==> config.mk <==
export PLATFORM = sky130hd
export DESIGN_NAME = qtcore_scan_loader
export DESIGN_NICKNAME = d
export VERILOG_FILES = /design/src/rtl/qtcore_scan_pkg.sv /design/src/rtl/qtcore_scan_shifter.sv /design/src/rtl/qtcore_scan_loader.sv
export SDC_FILE = /design/constraint.sdc
export NUM_CORES = 1
export LEC_CHECK = 0
export ABC_AREA = 1
export CAP_MARGIN = 20
export CORE_MARGIN = 5
export CORE_UTILIZATION = 49
export CTS_BUF_LIST = sky130_fd_sc_hd__clkbuf_4
export DETAILED_ROUTE_END_ITERATION = 8
export PLACE_DENSITY = 0.78
export SLEW_MARGIN = 10
export SYNTH_ARGS = -nofsm -noshare
export SYNTH_HDL_FRONTEND = slang
export SYNTH_SLANG_ARGS = --single-unit
==> constraint.sdc <==
create_clock -name clk -period 1.5 [get_ports clk]
set_clock_uncertainty 0.2 [all_clocks]
set_input_delay 0.45 -clock clk [delete_from_list [all_inputs] [get_ports clk]]
set_output_delay 0.45 -clock clk [all_outputs]
set_load 0.02 [all_outputs]
==> src/rtl/qtcore_scan_pkg.sv <==
// Shared state encoding and widths for the qtcore scan-chain loader.
package qtcore_scan_pkg;

   typedef enum logic [1:0] {
      S_IDLE  = 2'd0,
      S_SHIFT = 2'd1,
      S_DONE  = 2'd2
   } scan_state_t;

   localparam int BYTE_W    = 8;
   localparam int BIT_CNT_W = 3;

endpackage

==> src/rtl/qtcore_scan_shifter.sv <==
// Byte serialiser/deserialiser: PISO drives the chain MSB-first, SIPO collects what falls out.
// Latency: load visible on ser_out next cycle; par_out holds the complete byte during the last shift cycle.
// Backpressure: none; the caller only shifts while a byte is loaded.
module qtcore_scan_shifter
   import qtcore_scan_pkg::*;
(
   input  logic              clk,
   input  logic              rst,
   input  logic              load,
   input  logic [BYTE_W-1:0] load_data,
   input  logic              shift,
   output logic              ser_out,
   input  logic              ser_in,
   output logic [BYTE_W-1:0] par_out,
   output logic              last_bit
);

   logic [BYTE_W-1:0]    r_piso;
   logic [BYTE_W-2:0]    r_sipo;
   logic [BIT_CNT_W-1:0] r_bit_cnt;

   always_ff @(posedge clk or posedge rst) begin
      if (rst) begin
         r_piso    <= '0;
         r_sipo    <= '0;
         r_bit_cnt <= '0;
      end else begin
         if (load)
            r_piso <= load_data;
         else if (shift)
            r_piso <= {r_piso[BYTE_W-2:0], 1'b0};
         if (shift)
            r_sipo <= {r_sipo[BYTE_W-3:0], ser_in};
         if (load)
            r_bit_cnt <= '0;
         else if (shift)
            r_bit_cnt <= r_bit_cnt + 1'b1;
      end
   end

   // Only seven bits are stored; the eighth comes straight from ser_in so the
   // whole byte is ready on the final shift cycle.
   assign par_out  = {r_sipo, ser_in};
   assign ser_out  = r_piso[BYTE_W-1];
   assign last_bit = (r_bit_cnt == '1);

endmodule

==> src/rtl/qtcore_scan_loader.sv <==
// Host byte stream -> core scan chain loader with readback and proc_en arbitration (option: SCAN_AUTORUN_EN).
// Latency: byte accepted at edge N shifts in the next 8 cycles; readback strobe 1 cycle after the 8th shift.
// Backpressure: wr_ready only when no byte is loaded or the loaded byte is on its last bit; rd has none.
module qtcore_scan_loader
   import qtcore_scan_pkg::*;
#(
   parameter int SCAN_BYTES = 15
)
(
   input  logic       clk,
   input  logic       rst,
   input  logic       start,
   input  logic [7:0] wr_data,
   input  logic       wr_valid,
   output logic       wr_ready,
   output logic [7:0] rd_data,
   output logic       rd_valid,
   output logic       scan_enable,
   output logic       scan_in,
   input  logic       scan_out,
   input  logic       proc_req,
   output logic       proc_en,
   output logic       busy,
   output logic       done
);

   localparam int                BCNT_W    = $clog2(SCAN_BYTES + 1);
   localparam logic [BCNT_W-1:0] LAST_BYTE = BCNT_W'(SCAN_BYTES);

   scan_state_t       r_state;
   logic              r_loaded;
   logic [BCNT_W-1:0] r_byte_cnt;
   logic              r_rd_valid;
   logic [7:0]        r_rd_data;
   logic              r_proc_en;

   logic              w_last_bit;
   logic              w_byte_end;
   logic              w_final;
   logic              w_accept;
   logic              w_ser_out;
   logic [7:0]        w_par;

   assign w_byte_end = r_loaded && w_last_bit;
   assign w_final    = w_byte_end && (r_byte_cnt == LAST_BYTE);
   assign wr_ready   = (r_state == S_SHIFT) &&
                       (!r_loaded || (w_last_bit && (r_byte_cnt != LAST_BYTE)));
   assign w_accept   = wr_valid && wr_ready;

   qtcore_scan_shifter u_shifter (
      .clk       (clk),
      .rst       (rst),
      .load      (w_accept),
      .load_data (wr_data),
      .shift     (r_loaded),
      .ser_out   (w_ser_out),
      .ser_in    (scan_out),
      .par_out   (w_par),
      .last_bit  (w_last_bit)
   );

   always_ff @(posedge clk or posedge rst) begin
      if (rst) begin
         r_state    <= S_IDLE;
         r_loaded   <= 1'b0;
         r_byte_cnt <= '0;
         r_rd_valid <= 1'b0;
         r_rd_data  <= '0;
         r_proc_en  <= 1'b0;
      end else begin
         r_rd_valid <= 1'b0;
         case (r_state)
            S_IDLE, S_DONE: begin
               if (start) begin
                  r_state    <= S_SHIFT;
                  r_byte_cnt <= '0;
                  r_loaded   <= 1'b0;
               end
            end
            S_SHIFT: begin
               if (w_accept) begin
                  r_loaded   <= 1'b1;
                  r_byte_cnt <= r_byte_cnt + 1'b1;
               end else if (w_byte_end) begin
                  r_loaded   <= 1'b0;
               end
               if (w_final)
                  r_state <= S_DONE;
            end
            default: r_state <= S_IDLE;
         endcase

         if (w_byte_end) begin
            r_rd_valid <= 1'b1;
            r_rd_data  <= w_par;
         end

         // Dropped on the same edge SHIFT is entered, so it never overlaps scan_enable.
         if (r_state == S_SHIFT || start)
            r_proc_en <= 1'b0;
`ifdef SCAN_AUTORUN_EN
         else if (r_state == S_DONE)
            r_proc_en <= 1'b1;
`endif
         else
            r_proc_en <= proc_req;
      end
   end

   assign scan_enable = r_loaded;
   assign scan_in     = w_ser_out;
   assign rd_valid    = r_rd_valid;
   assign rd_data     = r_rd_data;
   assign proc_en     = r_proc_en;
   assign busy        = (r_state == S_SHIFT);
   assign done        = (r_state == S_DONE);

endmodule
* Yosys cells after proc, flatten, opt, wreduce, memory -nomap -nowiden *
Cells that the tools add are included.

word-level totals
  register bits = 35
  input bits = 14

cells by class
  $add $sub $neg = 2
  mux-type cells = 16
  equal/unequal tests = 9
  reductions and logical operators = 15

operators by type and width
  cell                                                    number
  two-way mux 8 bit                                       2
  two-way mux 4 bit                                       2
  one-hot mux 4 bit (2 select lines)                      1
  two-way mux 3 bit                                       2
  AND reduction 3 bit                                     2
  logical AND 1 bit                                       5
  two-way mux 1 bit                                       5
  adder 4 x 1 -> 4 bit (second input constant)            1
  == test 4 bit (second input constant)                   1
  two-way mux 2 bit                                       2
  inequality test 2 x 1 -> 1 bit (second input constant)  2
  inequality test 4 bit (second input constant)           1
  one-hot mux 2 bit (2 select lines)                      1
  nonzero test 2 bit                                      2
  adder 3 x 1 -> 3 bit (second input constant)            1
  == test 3 bit (second input constant)                   1
  inequality test 3 x 1 -> 1 bit (second input constant)  1
  == test 2 x 1 -> 1 bit (second input constant)          1
  == test 2 bit (second input constant)                   1
  zero test 2 bit                                         1
  logical OR 1 bit                                        2
  inequality test 2 bit (second input constant)           1
  one-hot mux 1 bit (2 select lines)                      1
  AND reduction 2 bit                                     1
  other kinds (2)                                         2

* Logic depth before layout (Yosys ltp) *
  depth after elaboration = 7
  depth in mapped cells = 8
  mapped depth without buffers = 8

* Hierarchy *
From an unflattened synthesis, not the netlist that was laid out.

unflattened totals
  cells, all modules = 173
  area, all modules = 1570.3 sq um

modules (own cells, without submodules)
  module               instances  area each (sq um)  cells an instance  sequential area each (sq um)
  qtcore_scan_shifter  1          798.3              87                 450.4
  qtcore_scan_loader   1          772.0              86                 425.4

* Least setup slack after synthesis *
Ideal clock, no wire load.

  kind = reg-to-output
  start point = register r_loaded, in the netlist scan_enable
  end point = output wr_ready
  required time = 0.850 ns
  setup slack = -0.480 ns
  arrival = 1.330 ns
  stages on the path, launching flop included = 5
  cell sequence = dfrtp_1 buf_6 buf_2 buf_4 a21oi_1

on the way
  cells in the longest elaborated chain, start to end = 3

ends and longest elaborated chain
  what                    RTL line                  source
  start, declared         qtcore_scan_loader.sv:31  logic r_loaded;
  start signal, assigned  qtcore_scan_loader.sv:65  r_loaded <= 1'b0;
  start signal, assigned  qtcore_scan_loader.sv:77  r_loaded <= 1'b0;
  start signal, assigned  qtcore_scan_loader.sv:82  r_loaded <= 1'b1;
  zero test 1 bit         qtcore_scan_loader.sv:47  (!r_loaded || (w_last_bit && (r_byte_cnt != LAST_BYTE)));
  logical OR 1 bit        qtcore_scan_loader.sv:47
  logical AND 1 bit       qtcore_scan_loader.sv:46  assign wr_ready = (r_state == S_SHIFT) &&
  end, declared           qtcore_scan_loader.sv:15  output logic wr_ready,

No other way between the ends.

* Worst setup path in the final report *
  start point = register u_shifter.r_bit_cnt[0]
  end point = output wr_ready

on the way
  cells in the longest elaborated chain, start to end = 4

ends and longest elaborated chain
  what                    RTL line                   source
  start, declared         qtcore_scan_shifter.sv:20  logic [BIT_CNT_W-1:0] r_bit_cnt;
  start signal, assigned  qtcore_scan_shifter.sv:37  r_bit_cnt <= r_bit_cnt + 1'b1;
  == test 3 bit           qtcore_scan_shifter.sv:45  assign last_bit = (r_bit_cnt == '1);
  logical AND 1 bit       qtcore_scan_loader.sv:47
  logical OR 1 bit        qtcore_scan_loader.sv:47
  logical AND 1 bit       qtcore_scan_loader.sv:46

No other way between the ends.

==> run metrics <==
switch share 0.356; vias in the first global route 1,356; Initial Util 0.499; DIE WIDTH 67.9 um; Worst Setup EP wr_ready; synthesized cell area 1640 sq um; crit start category register; Fmax 0.501 GHz; first-pass iteration count of the detailed router 4; Congestion Overflow GR 0; violated checks negative setup slack; Final min period 2.00 ns; Synth warnings 0; Synth Register Bits 35; fillers 224; min-delay worst type in2async; die height 67.9 um; DR DRC count 0; Max clock buf depth 2; critical path class reg2out; first-pass GRT wire length 5970 um; Vias 1,430; final setup fails 31; largest net degree at the start of global routing 36; Nets 272; placer congestion estimate 0.765; RR Endpoint u_shifter.r_piso[1]$_DFFE_PP0P_; CTS Sinks 35; Post-Route Utilization 0.763; Fin. Hold Viols 0; DRT Wirelength 3740 um; root buf cell clkbuf_4; Synth Net Count 204; Worst Reg-to-Reg Cells 10; Max-slew headroom 0.805; row count 21; net switching power 1.67 mW; ANT cells 0; share of layout cells above drive strength 1 0.359; part of the power in registers 0.331; PD cells 1880 nW/um^2; top-area cell type share of the netlist area 0.534; Iter 0 DRT Violations 95; setup ws final -0.497 ns; Seq/Total Area, Yosys 0.534; Area growth syn-to-layout 52.8%; Levels on crit path 5; H-Tree Level Count 2; RSZ-0062 raised after global routing true; CP Max Fanout 2; CP Buf/Inv Count 1; Setup crit end kind primary output; Peak supply drop 0.00103 V; Leak 1.33 nW; wire length per cell 12.4 um; core area 3280 sq um; Worst-Margin Slew 0.292 ns; Via density 4.74; Synth cell types 23; CP cell instances ha_2, ha_4, nand2_4, a21oi_4, buf_6; Clock Pin Slew Worst Setup and Hold Paths 0.12 ns; Total GRT Usage 0.178; Crit. Startpoint u_shifter.r_bit_cnt[0]$_DFFE_PP0P_; Num CTS Buffers 5; CP arrival 1.35 ns; Slew Viols, Final 0; clock share of power 0.180; FF-to-FF Start u_shifter.r_bit_cnt[0]$_DFFE_PP0P_; Worst-Skew Late Latency 0.34 ns; Port-buffer cells 28; Worst EP required 0.85 ns; Crit-path slowest cell dfrtp_1; remaining antenna violation count 0; initial antenna violation count 0; max-cap viol count 0; die footprint 4600 sq um; Synth area leader dfrtp_1; dpl hpwl 2510 um; largest cells by area after synthesis dfrtp_1 53%, nand2_1 12%, inv_1 7.1%, o21ai_0 4.9%, mux2i_1 3.7%; Mean Syn Cell Area 8.77 sq um; Internal Pwr Total 3.03 mW; Syn Inst Count 187; CTS tree yes; critical path's largest stage delay 0.40 ns; Worst R2R Setup Slack -0.22 ns; pre-CTS setup slack -0.635 ns; Logic pwr share 0.490; status finished with violations; final period utilization 1.33; Worst path top cell family by delay flip-flops; # IOs 29
[how the worst min path moves through the flow]
stage | slack, ns | cells after the start | end
after floorplan | 0.25 | 2 | u_shifter.r_sipo[1]$_DFFE_PP0P_
after global placement | 0.26 | 2 | rd_data[0]$_DFFE_PP0P_
after detailed placement | 0.27 | 2 | rd_data[0]$_DFFE_PP0P_
after CTS | 0.23 | 3 | rd_data[4]$_DFFE_PP0P_
after global routing | 0.26 | 3 | u_shifter.r_sipo[4]$_DFFE_PP0P_
final | 0.24 | 3 | u_shifter.r_sipo[4]$_DFFE_PP0P_
[synth_stat cells (all sizes together)]
cell type / number
nand2: 57
dfrtp: 35
inv: 32
o21ai: 17
nand3: 9
nand4: 7
nor2: 7
buf: 6
mux2i: 6
ha: 3
a21oi: 2
mux2: 2
xor2: 2
clkbuf: 1
nor3: 1
[flip-flops by register name, summed over array words and instances, names as in the netlist]
| signal | count |
|---|---|
| u_shifter.r_piso | 8 |
| u_shifter.r_sipo | 7 |
| scan_enable | 1 |
| rd_valid | 1 |
| u_shifter.r_bit_cnt | 3 |
| rd_data | 8 |
| r_state | 2 |
| proc_en | 1 |
| r_byte_cnt | 4 |
[cells in the final DEF (no fill, tap or decap), drive strengths merged]
| cell | instances |
|---|---|
| clkbuf | 5 |
| mux2i | 6 |
| inv | 32 |
| ha | 3 |
| a21oi | 2 |
| nand3 | 9 |
| bufinv | 2 |
| xor2 | 2 |
| clkinvlp | 1 |
| o21ai | 17 |
| dfrtp | 35 |
| buf | 55 |
| nand4 | 7 |
| nor3 | 1 |
| mux2 | 2 |
| nor2 | 7 |
| nand2 | 57 |
| clkdlybuf4s50 | 13 |
[repair_timing]
| action | 4_1_cts | 5_1_grt |
|---|---|---|
| gates cloned | 0 | 0 |
| pin swaps | 7 | 3 |
| setup buffers | 11 | 7 |
| endpoints found under the setup margin | 30 | 41 |
| endpoints found under the hold margin | 0 | 0 |
| hold buffers | 0 | 0 |
| resized for setup | 104 | 10 |
[layer usage]
| metal | routed length (um) | GRT usage |
|---|---|---|
| met1 | 1540 | 0.208 |
| met5 | 0 | 0 |
| met3 | 131 | 0.0361 |
| met2 | 2000 | 0.313 |
| met4 | 68 | 0.0794 |
[worst reg2reg max path, cell delays in order, from the launching register on]
cell and delay [ns]:
dfrtp_1 0.40, ha_2 0.20, ha_4 0.16, nand2_4 0.07
buf_4 0.11, nand2_4 0.06, nand3_4 0.13, buf_6 0.15
nand2_1 0.05, nand2_1 0.05, inv_1 0.04
[through the flow]
stage               std cells  area, sq um  TNS, ns  hold slack (ns)  power (mW)
CTS                       295         2430    -3.98            0.233        4.56
floorplan                 187         1710   -0.248            0.249        2.76
global placement          277         2180    -6.00            0.263        3.37
detailed placement        277         2180    -6.57            0.266        3.46
global route              302         2510    -6.55            0.260        5.07
finish                    302         2510    -4.37            0.244        4.70
[power groups by stage]
| stage | combinational [mW] | clock, mW | sequential [mW] |
|---|---|---|---|
| detailed placement | 1.91 | 0 | 1.55 |
| CTS | 2.14 | 0.866 | 1.55 |
| global route | 2.59 | 0.896 | 1.59 |
| floorplan | 1.10 | 0 | 1.67 |
| global placement | 1.84 | 0 | 1.52 |
| finish | 2.30 | 0.845 | 1.55 |
[cell families after synthesis]
kind of cell | after synthesis | share of synthesized area
simple gates | 81 | 0.219
buf+inv | 39 | 0.105
flops | 35 | 0.534
compound gates | 19 | 0.0580
mux | 8 | 0.0503
fa+ha+maj | 3 | 0.0229
xor+xnor | 2 | 0.0107
[area by class of cell]
type	count	area, sq um	area share
clock buffers	5	37.5	0.0150
clock inverters	3	67.6	0.0270
inverters	32	123	0.0489
multi-input cells	113	689	0.275
flip-flops and latches	35	877	0.350
well taps	46	57.6	0.0230
repair buffers	68	654	0.261
No activity file was read; power rests on OpenSTA's default activity.
